**config.mk**
```make
export PLATFORM = sky130hd
export DESIGN_NAME = pipeline_three_permute
export DESIGN_NICKNAME = d
export VERILOG_FILES = /design/src/rtl/pipeline_three_permute_pkg.sv /design/src/rtl/pipeline_three_permute_arb.sv /design/src/rtl/pipeline_three_permute.sv
export SDC_FILE = /design/constraint.sdc
export NUM_CORES = 1
export LEC_CHECK = 0
export CORE_MARGIN = 8
export CORE_UTILIZATION = 25
export DETAILED_ROUTE_END_ITERATION = 8
export PLACE_DENSITY = 0.56
export SLEW_MARGIN = 20
export SYNTH_ARGS = -nofsm -noshare
export SYNTH_HDL_FRONTEND = slang
export SYNTH_SLANG_ARGS = --single-unit
```
**constraint.sdc**
```tcl
create_clock -name clk -period 2.32 [get_ports clk]
set_input_delay 0.348 -clock clk [delete_from_list [all_inputs] [get_ports clk]]
set_output_delay 0.348 -clock clk [all_outputs]
set_load 0.02 [all_outputs]
```
**src/rtl/pipeline_three_permute_pkg.sv**
```systemverilog
// Shared flit layout, direction encoding and routing helper for the router stages.
package router_pkg;

    localparam int unsigned FLIT_W  = 11;
    localparam int unsigned VALID_B = 10;
    localparam int unsigned DX_HI   = 9;
    localparam int unsigned DY_HI   = 7;
    localparam int unsigned TAG_W   = 6;

    typedef enum logic [1:0] {
        DIR_N = 2'd0,
        DIR_E = 2'd1,
        DIR_S = 2'd2,
        DIR_W = 2'd3
    } dir_e;

    // Flit plus the sideband fixed at stage 1 and carried with it.
    typedef struct packed {
        logic [FLIT_W-1:0] flit;
        dir_e              dir;
        logic              golden;
        logic              prio;
    } flit_sb_t;

    typedef struct packed {
        logic [FLIT_W-1:0] flit;
        dir_e              dir;
    } lane_t;

    function automatic dir_e prod_dir(input logic [FLIT_W-1:0] f,
                                      input logic [1:0] x, input logic [1:0] y);
        logic [1:0] dx;
        logic [1:0] dy;
        dx = f[DX_HI -: 2];
        dy = f[DY_HI -: 2];
        if (dx > x)      return DIR_E;
        else if (dx < x) return DIR_W;
        else if (dy > y) return DIR_N;
        else if (dy < y) return DIR_S;
        else             return DIR_N;
    endfunction

endpackage

```
**src/rtl/pipeline_three_permute_arb.sv**
```systemverilog
// 2x2 deflection arbiter: golden input wins, prio breaks ties, loser takes the other lane.
module perm_arb_2x2
    import router_pkg::*;
#(
    parameter type T = logic [FLIT_W-1:0]
) (
    input  T     i_d0,
    input  T     i_d1,
    input  logic i_v0,
    input  logic i_v1,
    input  logic i_gold0,
    input  logic i_gold1,
    input  logic i_want0,
    input  logic i_want1,
    input  logic i_prio,
    output T     o_lane0,
    output T     o_lane1
);

    logic w_pick1;
    logic w_win_want;
    T     w_win;
    T     w_lose;

    always_comb begin
        o_lane0    = '0;
        o_lane1    = '0;
        w_pick1    = (i_gold0 != i_gold1) ? i_gold1 : i_prio;
        w_win      = w_pick1 ? i_d1 : i_d0;
        w_lose     = w_pick1 ? i_d0 : i_d1;
        w_win_want = w_pick1 ? i_want1 : i_want0;
        if (i_v0 && i_v1) begin
            if (w_win_want) begin
                o_lane1 = w_win;
                o_lane0 = w_lose;
            end else begin
                o_lane0 = w_win;
                o_lane1 = w_lose;
            end
        end else if (i_v0) begin
            if (i_want0) o_lane1 = i_d0;
            else         o_lane0 = i_d0;
        end else if (i_v1) begin
            if (i_want1) o_lane1 = i_d1;
            else         o_lane0 = i_d1;
        end
    end

endmodule

```
**src/rtl/pipeline_three_permute.sv**
```systemverilog
// Router stage three: two-level 2x2 deflection permutation of N/S/E/W flits, two register stages.
module pipeline_three_permute
    import router_pkg::*;
#(
    parameter logic [1:0]  X_COORD      = 2'd0,
    parameter logic [1:0]  Y_COORD      = 2'd0,
    parameter int unsigned GOLDEN_EPOCH = 64
) (
    input  logic              clk,
    input  logic              rst_n,
    input  logic [FLIT_W-1:0] nxt,
    input  logic [FLIT_W-1:0] sxt,
    input  logic [FLIT_W-1:0] ext,
    input  logic [FLIT_W-1:0] wxt,
    output logic [FLIT_W-1:0] nout,
    output logic [FLIT_W-1:0] sout,
    output logic [FLIT_W-1:0] eout,
    output logic [FLIT_W-1:0] wout,
    output logic [2:0]        defl_cnt,
    output logic [TAG_W-1:0]  golden_tag
);

    localparam int unsigned     EP_W    = (GOLDEN_EPOCH > 2) ? $clog2(GOLDEN_EPOCH) : 1;
    localparam logic [EP_W-1:0] EP_LAST = EP_W'(GOLDEN_EPOCH - 1);

    logic [EP_W-1:0]   r_epoch;
    logic [TAG_W-1:0]  r_tag;
    logic              r_prio;
    logic [FLIT_W-1:0] w_in [4];
    flit_sb_t          w_sb [4];
    flit_sb_t          w_a0, w_a1, w_b0, w_b1;
    flit_sb_t          r_a0, r_a1, r_b0, r_b1;
    lane_t             w_ca, w_cb, w_da, w_db;
    lane_t             w_n, w_s, w_e, w_w;
    logic [2:0]        w_defl;
    logic [FLIT_W-1:0] r_nout, r_sout, r_eout, r_wout;
    logic [2:0]        r_defl;

    assign w_in[0] = nxt;
    assign w_in[1] = sxt;
    assign w_in[2] = ext;
    assign w_in[3] = wxt;

    // Empty slots collapse to all-zero so stray payload bits never reach the outputs.
    always_comb begin
        for (int unsigned i = 0; i < 4; i++) begin
            w_sb[i] = '0;
            if (w_in[i][VALID_B] == 1'b1) begin
                w_sb[i].flit   = w_in[i];
                w_sb[i].dir    = prod_dir(w_in[i], X_COORD, Y_COORD);
                w_sb[i].golden = (w_in[i][TAG_W-1:0] == r_tag);
                w_sb[i].prio   = r_prio;
            end
        end
    end

    perm_arb_2x2 #(.T(flit_sb_t)) u_arb_a (
        .i_d0(w_sb[0]), .i_d1(w_sb[1]),
        .i_v0(w_sb[0].flit[VALID_B]), .i_v1(w_sb[1].flit[VALID_B]),
        .i_gold0(w_sb[0].golden), .i_gold1(w_sb[1].golden),
        .i_want0(w_sb[0].dir == DIR_E || w_sb[0].dir == DIR_W),
        .i_want1(w_sb[1].dir == DIR_E || w_sb[1].dir == DIR_W),
        .i_prio(r_prio), .o_lane0(w_a0), .o_lane1(w_a1)
    );

    perm_arb_2x2 #(.T(flit_sb_t)) u_arb_b (
        .i_d0(w_sb[2]), .i_d1(w_sb[3]),
        .i_v0(w_sb[2].flit[VALID_B]), .i_v1(w_sb[3].flit[VALID_B]),
        .i_gold0(w_sb[2].golden), .i_gold1(w_sb[3].golden),
        .i_want0(w_sb[2].dir == DIR_E || w_sb[2].dir == DIR_W),
        .i_want1(w_sb[3].dir == DIR_E || w_sb[3].dir == DIR_W),
        .i_prio(r_prio), .o_lane0(w_b0), .o_lane1(w_b1)
    );

    always_ff @(posedge clk) begin
        if (!rst_n) begin
            r_a0 <= '0;
            r_a1 <= '0;
            r_b0 <= '0;
            r_b1 <= '0;
        end else begin
            r_a0 <= w_a0;
            r_a1 <= w_a1;
            r_b0 <= w_b0;
            r_b1 <= w_b1;
        end
    end

    assign w_ca = '{flit: r_a0.flit, dir: r_a0.dir};
    assign w_cb = '{flit: r_b0.flit, dir: r_b0.dir};
    assign w_da = '{flit: r_a1.flit, dir: r_a1.dir};
    assign w_db = '{flit: r_b1.flit, dir: r_b1.dir};

    // Paired lanes were filled in the same cycle, so OR-ing recovers their shared prio.
    perm_arb_2x2 #(.T(lane_t)) u_arb_c (
        .i_d0(w_ca), .i_d1(w_cb),
        .i_v0(r_a0.flit[VALID_B]), .i_v1(r_b0.flit[VALID_B]),
        .i_gold0(r_a0.golden), .i_gold1(r_b0.golden),
        .i_want0(r_a0.dir != DIR_N), .i_want1(r_b0.dir != DIR_N),
        .i_prio(r_a0.prio | r_b0.prio), .o_lane0(w_n), .o_lane1(w_s)
    );

    perm_arb_2x2 #(.T(lane_t)) u_arb_d (
        .i_d0(w_da), .i_d1(w_db),
        .i_v0(r_a1.flit[VALID_B]), .i_v1(r_b1.flit[VALID_B]),
        .i_gold0(r_a1.golden), .i_gold1(r_b1.golden),
        .i_want0(r_a1.dir != DIR_E), .i_want1(r_b1.dir != DIR_E),
        .i_prio(r_a1.prio | r_b1.prio), .o_lane0(w_e), .o_lane1(w_w)
    );

    assign w_defl = 3'(w_n.flit[VALID_B] && w_n.dir != DIR_N)
                  + 3'(w_s.flit[VALID_B] && w_s.dir != DIR_S)
                  + 3'(w_e.flit[VALID_B] && w_e.dir != DIR_E)
                  + 3'(w_w.flit[VALID_B] && w_w.dir != DIR_W);

    always_ff @(posedge clk) begin
        if (!rst_n) begin
            r_nout <= '0;
            r_sout <= '0;
            r_eout <= '0;
            r_wout <= '0;
            r_defl <= '0;
        end else begin
            r_nout <= w_n.flit;
            r_sout <= w_s.flit;
            r_eout <= w_e.flit;
            r_wout <= w_w.flit;
            r_defl <= w_defl;
        end
    end

    always_ff @(posedge clk) begin
        if (!rst_n) begin
            r_epoch <= '0;
            r_tag   <= '0;
            r_prio  <= 1'b0;
        end else begin
            r_prio <= ~r_prio;
            if (r_epoch == EP_LAST) begin
                r_epoch <= '0;
                r_tag   <= r_tag + TAG_W'(1);
            end else begin
                r_epoch <= r_epoch + EP_W'(1);
            end
        end
    end

    assign nout       = r_nout;
    assign sout       = r_sout;
    assign eout       = r_eout;
    assign wout       = r_wout;
    assign defl_cnt   = r_defl;
    assign golden_tag = r_tag;

endmodule
```
# [After elaboration in Yosys (flattened, before gate mapping)]
# Index checks and enable logic that the tools add are counted.
[word_totals] wordCells=171 out_inout_bits=53 inputBits=46 register_bits=120
[op_classes] n_lt_le_gt_ge=16 muxes=84 bitwise=4 eq_ne=22 n_reduce_logical=16 addsub=5
[op_table] op="$mux 15" n=32
[op_table] op="$mux 13" n=28
[op_table] op="$mux 2" n=16
[op_table] op="$eq 6x6->1" n=4
[op_table] op="$gt 2x1->1 const B" n=8
[op_table] op="$lt 2x1->1 const B" n=8
[op_table] op="$add 6x1->6 const B" n=2
[op_table] op="$eq 2x1->1 const B" n=4
[op_table] op="$eq 2x2->1 const B" n=4
[op_table] op="$logic_and 1x1->1" n=8
[op_table] op="$mux 1" n=8
[op_table] op="$eq 6x6->1 const B" n=1
[op_table] op="$ne 2x1->1 const B" n=3
[op_table] op="$reduce_bool 2->1" n=3
[op_table] op="$logic_or 1x1->1" n=4
[op_table] op="$ne 1x1->1" n=4
[op_table] op="$ne 2x2->1 const B" n=2
[op_table] op="$add 2x1->3" n=1
[op_table] op="$add 3x1->3" n=1
[op_table] op="$add 1x1->2" n=1
[op_table] op="$not 1->1" n=2
[op_table] op="$or 1x1->1" n=2
[op_table] op="$reduce_or 2->1" n=1

# [Logic depth before layout (Yosys ltp)]
[logic_depth] word_depth=12 depth_mapped=10 mapped_depth_nobuf=7

# [Modules after synthesis]
# Synthesis repeated with hierarchy kept, for this count alone.
[hier_totals] cells_unflattened=1088 hier_area_um2=9342.7
[by_module_without_submodules] mod="pipeline_three_permute" cells_per_inst=392 instances=1 seq_area_each_um2=2402.3 area_per_inst_um2=4137.7
[by_module_without_submodules] mod="perm_arb_2x2 at u_arb_a ..." cells_per_inst=185 instances=2 seq_area_each_um2=0.0 area_per_inst_um2=1375.1
[by_module_without_submodules] mod="perm_arb_2x2 at u_arb_c ..." cells_per_inst=163 instances=2 seq_area_each_um2=0.0 area_per_inst_um2=1227.4

# [Worst setup path after synthesis]
# No wires, ideal clock.
[synth_timing] path_type="register -> register" start="register r_tag[1], in the netlist golden_tag[1]" end="register r_b0[11] (netlist name)" path_buffers=2 slack_ns=-0.410 required_ns=2.186 path_stages_with_launch=10 arrival_time_ns=2.596 setup_ns=0.134 synth_period_minus_slack_ns=2.730 path_cell_list="dfxtp_1 -> buf_2 -> xnor2_1 -> nand4_1 -> or2_2 -> maj3_1 -> a221oi_4 -> buf_6 -> mux2i_1 -> o22ai_1"
[synth_via] elab_chain_len=7 word_cells_on_any_way=11 cone_classes="eq/ne (3); mux (8)"
[synth_rtl] item="start: declaration" line="pipeline_three_permute.sv:27" text="logic [TAG_W-1:0] r_tag;"
[synth_rtl] item="start signal: assignment" line="pipeline_three_permute.sv:141" text="r_tag <= r_tag + TAG_W'(1);"
[synth_rtl] item="$eq 6x6->1" line="pipeline_three_permute.sv:51" text="w_sb[i].golden = (w_in[i][TAG_W-1:0] == r_tag);"
[synth_rtl] item="$mux 15" line="pipeline_three_permute.sv:48" text="if (w_in[i][VALID_B] == 1'b1) begin"
[synth_rtl] item="$ne 1x1->1" line="pipeline_three_permute_arb.sv:28" text="w_pick1 = (i_gold0 != i_gold1) ? i_gold1 : i_prio;"
[synth_rtl] item="$mux 1 (*)" line="pipeline_three_permute_arb.sv:28"
[synth_rtl] item="$mux 15 (tied with other cells)" line="pipeline_three_permute_arb.sv:29" text="w_win = w_pick1 ? i_d1 : i_d0;"
[synth_rtl] item="$mux 15 (*)" line="pipeline_three_permute_arb.sv:33" text="if (w_win_want) begin"
[synth_rtl] item="$mux 15 (*)" line="pipeline_three_permute_arb.sv:32" text="if (i_v0 && i_v1) begin"
[synth_rtl] item="end signal: assignment" line="pipeline_three_permute.sv:84" text="r_b0 <= w_b0;"
[synth_rtl] item="end: declaration" line="pipeline_three_permute.sv:32" text="flit_sb_t r_a0, r_a1, r_b0, r_b1;"
# Every way passes the cells marked *; elsewhere a longest branch is shown, timed or not.
# A chain may end at the register's enable or synchronous reset.

# [Worst setup path in the final report]
[layout_timing] start="register r_tag[5], in the netlist golden_tag[5]" end="register r_a0[10] (netlist name)"
[layout_via] elab_chain_len=7 word_cells_on_any_way=11 cone_classes="eq/ne (3); mux (8)"
[layout_rtl] item="$eq 6x6->1" line="pipeline_three_permute.sv:51"
[layout_rtl] item="$mux 15" line="pipeline_three_permute.sv:48"
[layout_rtl] item="$ne 1x1->1" line="pipeline_three_permute_arb.sv:28"
[layout_rtl] item="$mux 1 (*)" line="pipeline_three_permute_arb.sv:28"
[layout_rtl] item="$mux 15 (tied with other cells)" line="pipeline_three_permute_arb.sv:29"
[layout_rtl] item="$mux 15 (*)" line="pipeline_three_permute_arb.sv:33"
[layout_rtl] item="$mux 15 (*)" line="pipeline_three_permute_arb.sv:32"
[layout_rtl] item="end signal: assignment" line="pipeline_three_permute.sv:82" text="r_a0 <= w_a0;"
[layout_rtl] item="end: declaration" line="pipeline_three_permute.sv:32"
# Marks and branches as above.

==> flow_summary_export.csv <==
group,metric,value,unit
setup_path,crit_chain,"buf_6 > xor2_1 > or4_4 > maj3_2 > mux2i_4 > buf_12 > buf_4 > nor3_2 > nor3b_1",
setup_path,worstPathArrival,2.73,ns
clocking,insertion_delay,0.42,ns
synthesis,synthTopCellsByCount,"dfxtp_1, a21oi_1, mux2i_1",
timing,clock.fmax,418.3,MHz
setup_path,crit_path_max_incr_delay,0.54,ns
pwr,ir_drop,0.0003614,V
synthesis,postSynth.asyncResetShare,0,
floorplanning,die_w,172.3,um
flow_run,maxCapViolations,0,
timing,tightest_slew,0.7785,ns
global_route,antenna_found_initial,0,
timing,finalHoldViolCount,0,
finish,multiInputGateArea,0.003740,sq mm
synthesis,yosysSeqAreaShare,0.3803,
finish,areaGrowthSynthToFinish,48.01,%
setup_path,worst_r2r_endpoint,"r_a0[10]",
synthesis,synth_top_cell_area_share,0.3803,
routing,routed_wl,21.40,mm
setup_path,worst_path_max_delay_cell,"or4_4",
setup_path,crit_path_max_fanout,7,
placement,hpwlAfterDp,15.96,mm
synthesis,synth_seq_cells,116,
synthesis,yosysWarnings,0,
routing,routedWlPerCell,17.68,um
floorplanning,dieArea,0.02968,sq mm
floorplanning,num_rows,57,
global_route,grt_max_degree,60,
floorplanning,start_util,0.2525,
setup_path,crit_buf_inv,3,
synthesis,synth_nets,756,
clocking,numClockSinks,116,
clocking,root_buffer,"clkbuf_16",
timing,drv_slew,0,
routing,drc_errors,0,
setup_path,worstSetupStartpointType,"register",
synthesis,post-synth-top-count-cell,"dfxtp_1",
synthesis,synthTopCellsByArea,"dfxtp_1, mux2i_1, a21oi_1",
setup_path,r2r-start,"golden_tag[5]",
synthesis,netlist_area,0.006106,sq mm
setup_path,path_delay_family,"simple AND/OR/NAND/NOR gates",
routing,drtAntennaViolNets,0,
placement,place_area,0.008184,sq mm
finish,drive_gt1_frac,0.2348,
status,status,"finished with violations",
pwr,switching_power,1.691,mW
synthesis,synth-main-ff-cell,"dfxtp_1",
floorplanning,core_area,0.02418,sq mm
finish,final.fill_count,2445,
clocking,cts_tree,"done",
placement,io_buffer_count,98,
timing,slew_headroom,0.4676,
synthesis,syn_inst,705,
routing,first_pass_iters,6,
pwr,power_density,653.1,mW/mm^2
setup_path,r2r_cells,9,
pwr,leakage,3.456,nW
timing,setup_viol,18,
finish,finalNetCount,924,
floorplanning,dieHeight,172.3,um
hold_path,hp-class,"in2reg",
timing,fin_crit_sh,1.030,
setup_path,r2r_slack,-0.07,ns
timing,rsz0062_at_grt,"yes",
timing,skew,0.007159,ns
finish,post-route-util,0.3738,
synthesis,avgSynthCellArea,8.661,sq um
pwr,clkPwrFrac,0.444,
clocking,cts.htree.levels,4,
routing,via_per_inst,5.065,
finish,diodes,0,
status,violations,"setup timing",
pwr,p_comb_frac,0.187,
floorplanning,num_io_pins,99,
global_route,grt_pass1_wl,32.64,mm
pwr,p_seq_frac,0.369,
global_route,grt_usage,0.1432,
timing,worst_slack,-0.07038,ns
setup_path,required,2.66,ns
clocking,cts_max_path_buffers,2,
placement,gp_congestion,0.8776,
synthesis,synth_cell_type_count,47,
timing,hold-worst-slack,0.4474,ns
clocking,cts_buffers,17,
finish,final_area,0.009037,sq mm
hold_path,holdPathEnd,"r_b1[7]",
pwr,p_total,5.902,mW
global_route,overflow,0,
pwr,switching_share,0.2865,
global_route,grt_pass1_vias,5813,
synthesis,yosysTopAreaCell,"dfxtp_1",
finish,seqCellArea,0.002345,sq mm
synthesis,synth_edf_count,0,
routing,vias,6129,
timing,min_period,2.390,ns
hold_path,hold_depth,4,
clocking,hold_buffers,0,
pwr,p_int,4.211,mW
setup_path,endpoint_kind,"register",
routing,drt_iter0_drc,471,
hold_path,holdCritStartpoint,"ext[3]",
setup_path,worstSetupPathType,"reg2reg",
clocking,clkSlewWorstSetupHoldPaths,0.06,ns
[registers in the layout, summed over array words and instances, names as in the netlist]
name and flops:
r_a1 14, r_epoch 6, r_prio 1, wout 11, defl_cnt 3, golden_tag 6, r_b1 14, r_a0 14
eout 11, sout 11, nout 11, r_b0 14
[power groups by stage]
stage	Clock [mW]	Sequential [mW]	Combinational, mW
floorplan	0	2.22	0.565
finish	2.62	2.18	1.11
detailed placement	0	2.22	1.06
global placement	0	2.22	1.05
CTS	2.68	2.17	1.06
global route	2.77	2.19	1.20
[worst max path at each step]
stage | from | endpoint | cells past startpoint
after global placement | wxt[5] | r_b0[6] | 9
after global routing | golden_tag[0] | r_a1[4] | 10
final | golden_tag[5] | r_a0[10] | 9
after CTS | golden_tag[2] | r_a1[7] | 8
after detailed placement | wxt[5] | r_b0[6] | 9
after floorplan | golden_tag[1] | r_b0[11] | 9
[layout by cell type, fill, tap and decap left out, types with 13 or more instances in the layout]
cell type / instances
nor2_1: 43
dfxtp_1: 110
buf_4: 105
a21oi_1: 113
a31oi_1: 18
xnor2_1: 14
mux2i_1: 63
and2_1: 14
nor3_1: 26
clkbuf_16: 17
clkdlybuf4s50_1: 88
nand2_1: 26
a2111oi_0: 35
o22ai_1: 13
[layout make-up]
type | count | share of cell area
multi-input combinational | 516 | 0.4138
sequential | 116 | 0.2594
timing repair buffer | 212 | 0.2117
clock buffer | 17 | 0.04707
tap | 324 | 0.04486
clock inverter | 15 | 0.01897
inverter | 10 | 0.004153
[through the flow]
step / std cells / setup TNS [ns] / worst slack, ns
6_report: 1210 / -0.6034 / -0.07038
3_5_place_dp: 1168 / -19.04 / -0.5565
2_1_floorplan: 705 / -4.388 / -0.2156
4_1_cts: 1202 / -0.3525 / -0.06180
5_1_grt: 1210 / -2.589 / -0.1500
3_3_place_gp: 1168 / -18.10 / -0.5499
[worst reg2reg max path, stage by stage, from the launching register on]
cell	delay, ns
dfxtp_4	0.36
buf_6	0.12
xor2_1	0.15
or4_4	0.54
maj3_2	0.38
mux2i_4	0.24
buf_12	0.16
buf_4	0.13
nor3_2	0.04
nor3b_1	0.19
[repair_timing]
action                     4_1_cts  5_1_grt
pin swaps                        2        8
gates resized for setup         11       37
setup endpoints to repair       35       40
setup buffers                    2        8
[metal layers]
layer,part of all wire,track usage,vias to the layer above
met4,0.026,0.05472,0
met5,0,0,-
met2,0.46,0.2252,204
met1,0.45,0.1854,2913
li1,-,-,2987
met3,0.063,0.03676,25
[kinds of logic after synthesis]
| family | Yosys count | synth area share |
|---|---|---|
| mux | 68 | 0.1137 |
| fa+ha+maj | 8 | 0.01680 |
| xor+xnor | 33 | 0.04733 |
| buf+inv | 73 | 0.05205 |
| simple gates | 165 | 0.1365 |
| compound gates | 242 | 0.2533 |
| flops | 116 | 0.3803 |
Note: power is estimated with default switching activity, not from simulation.
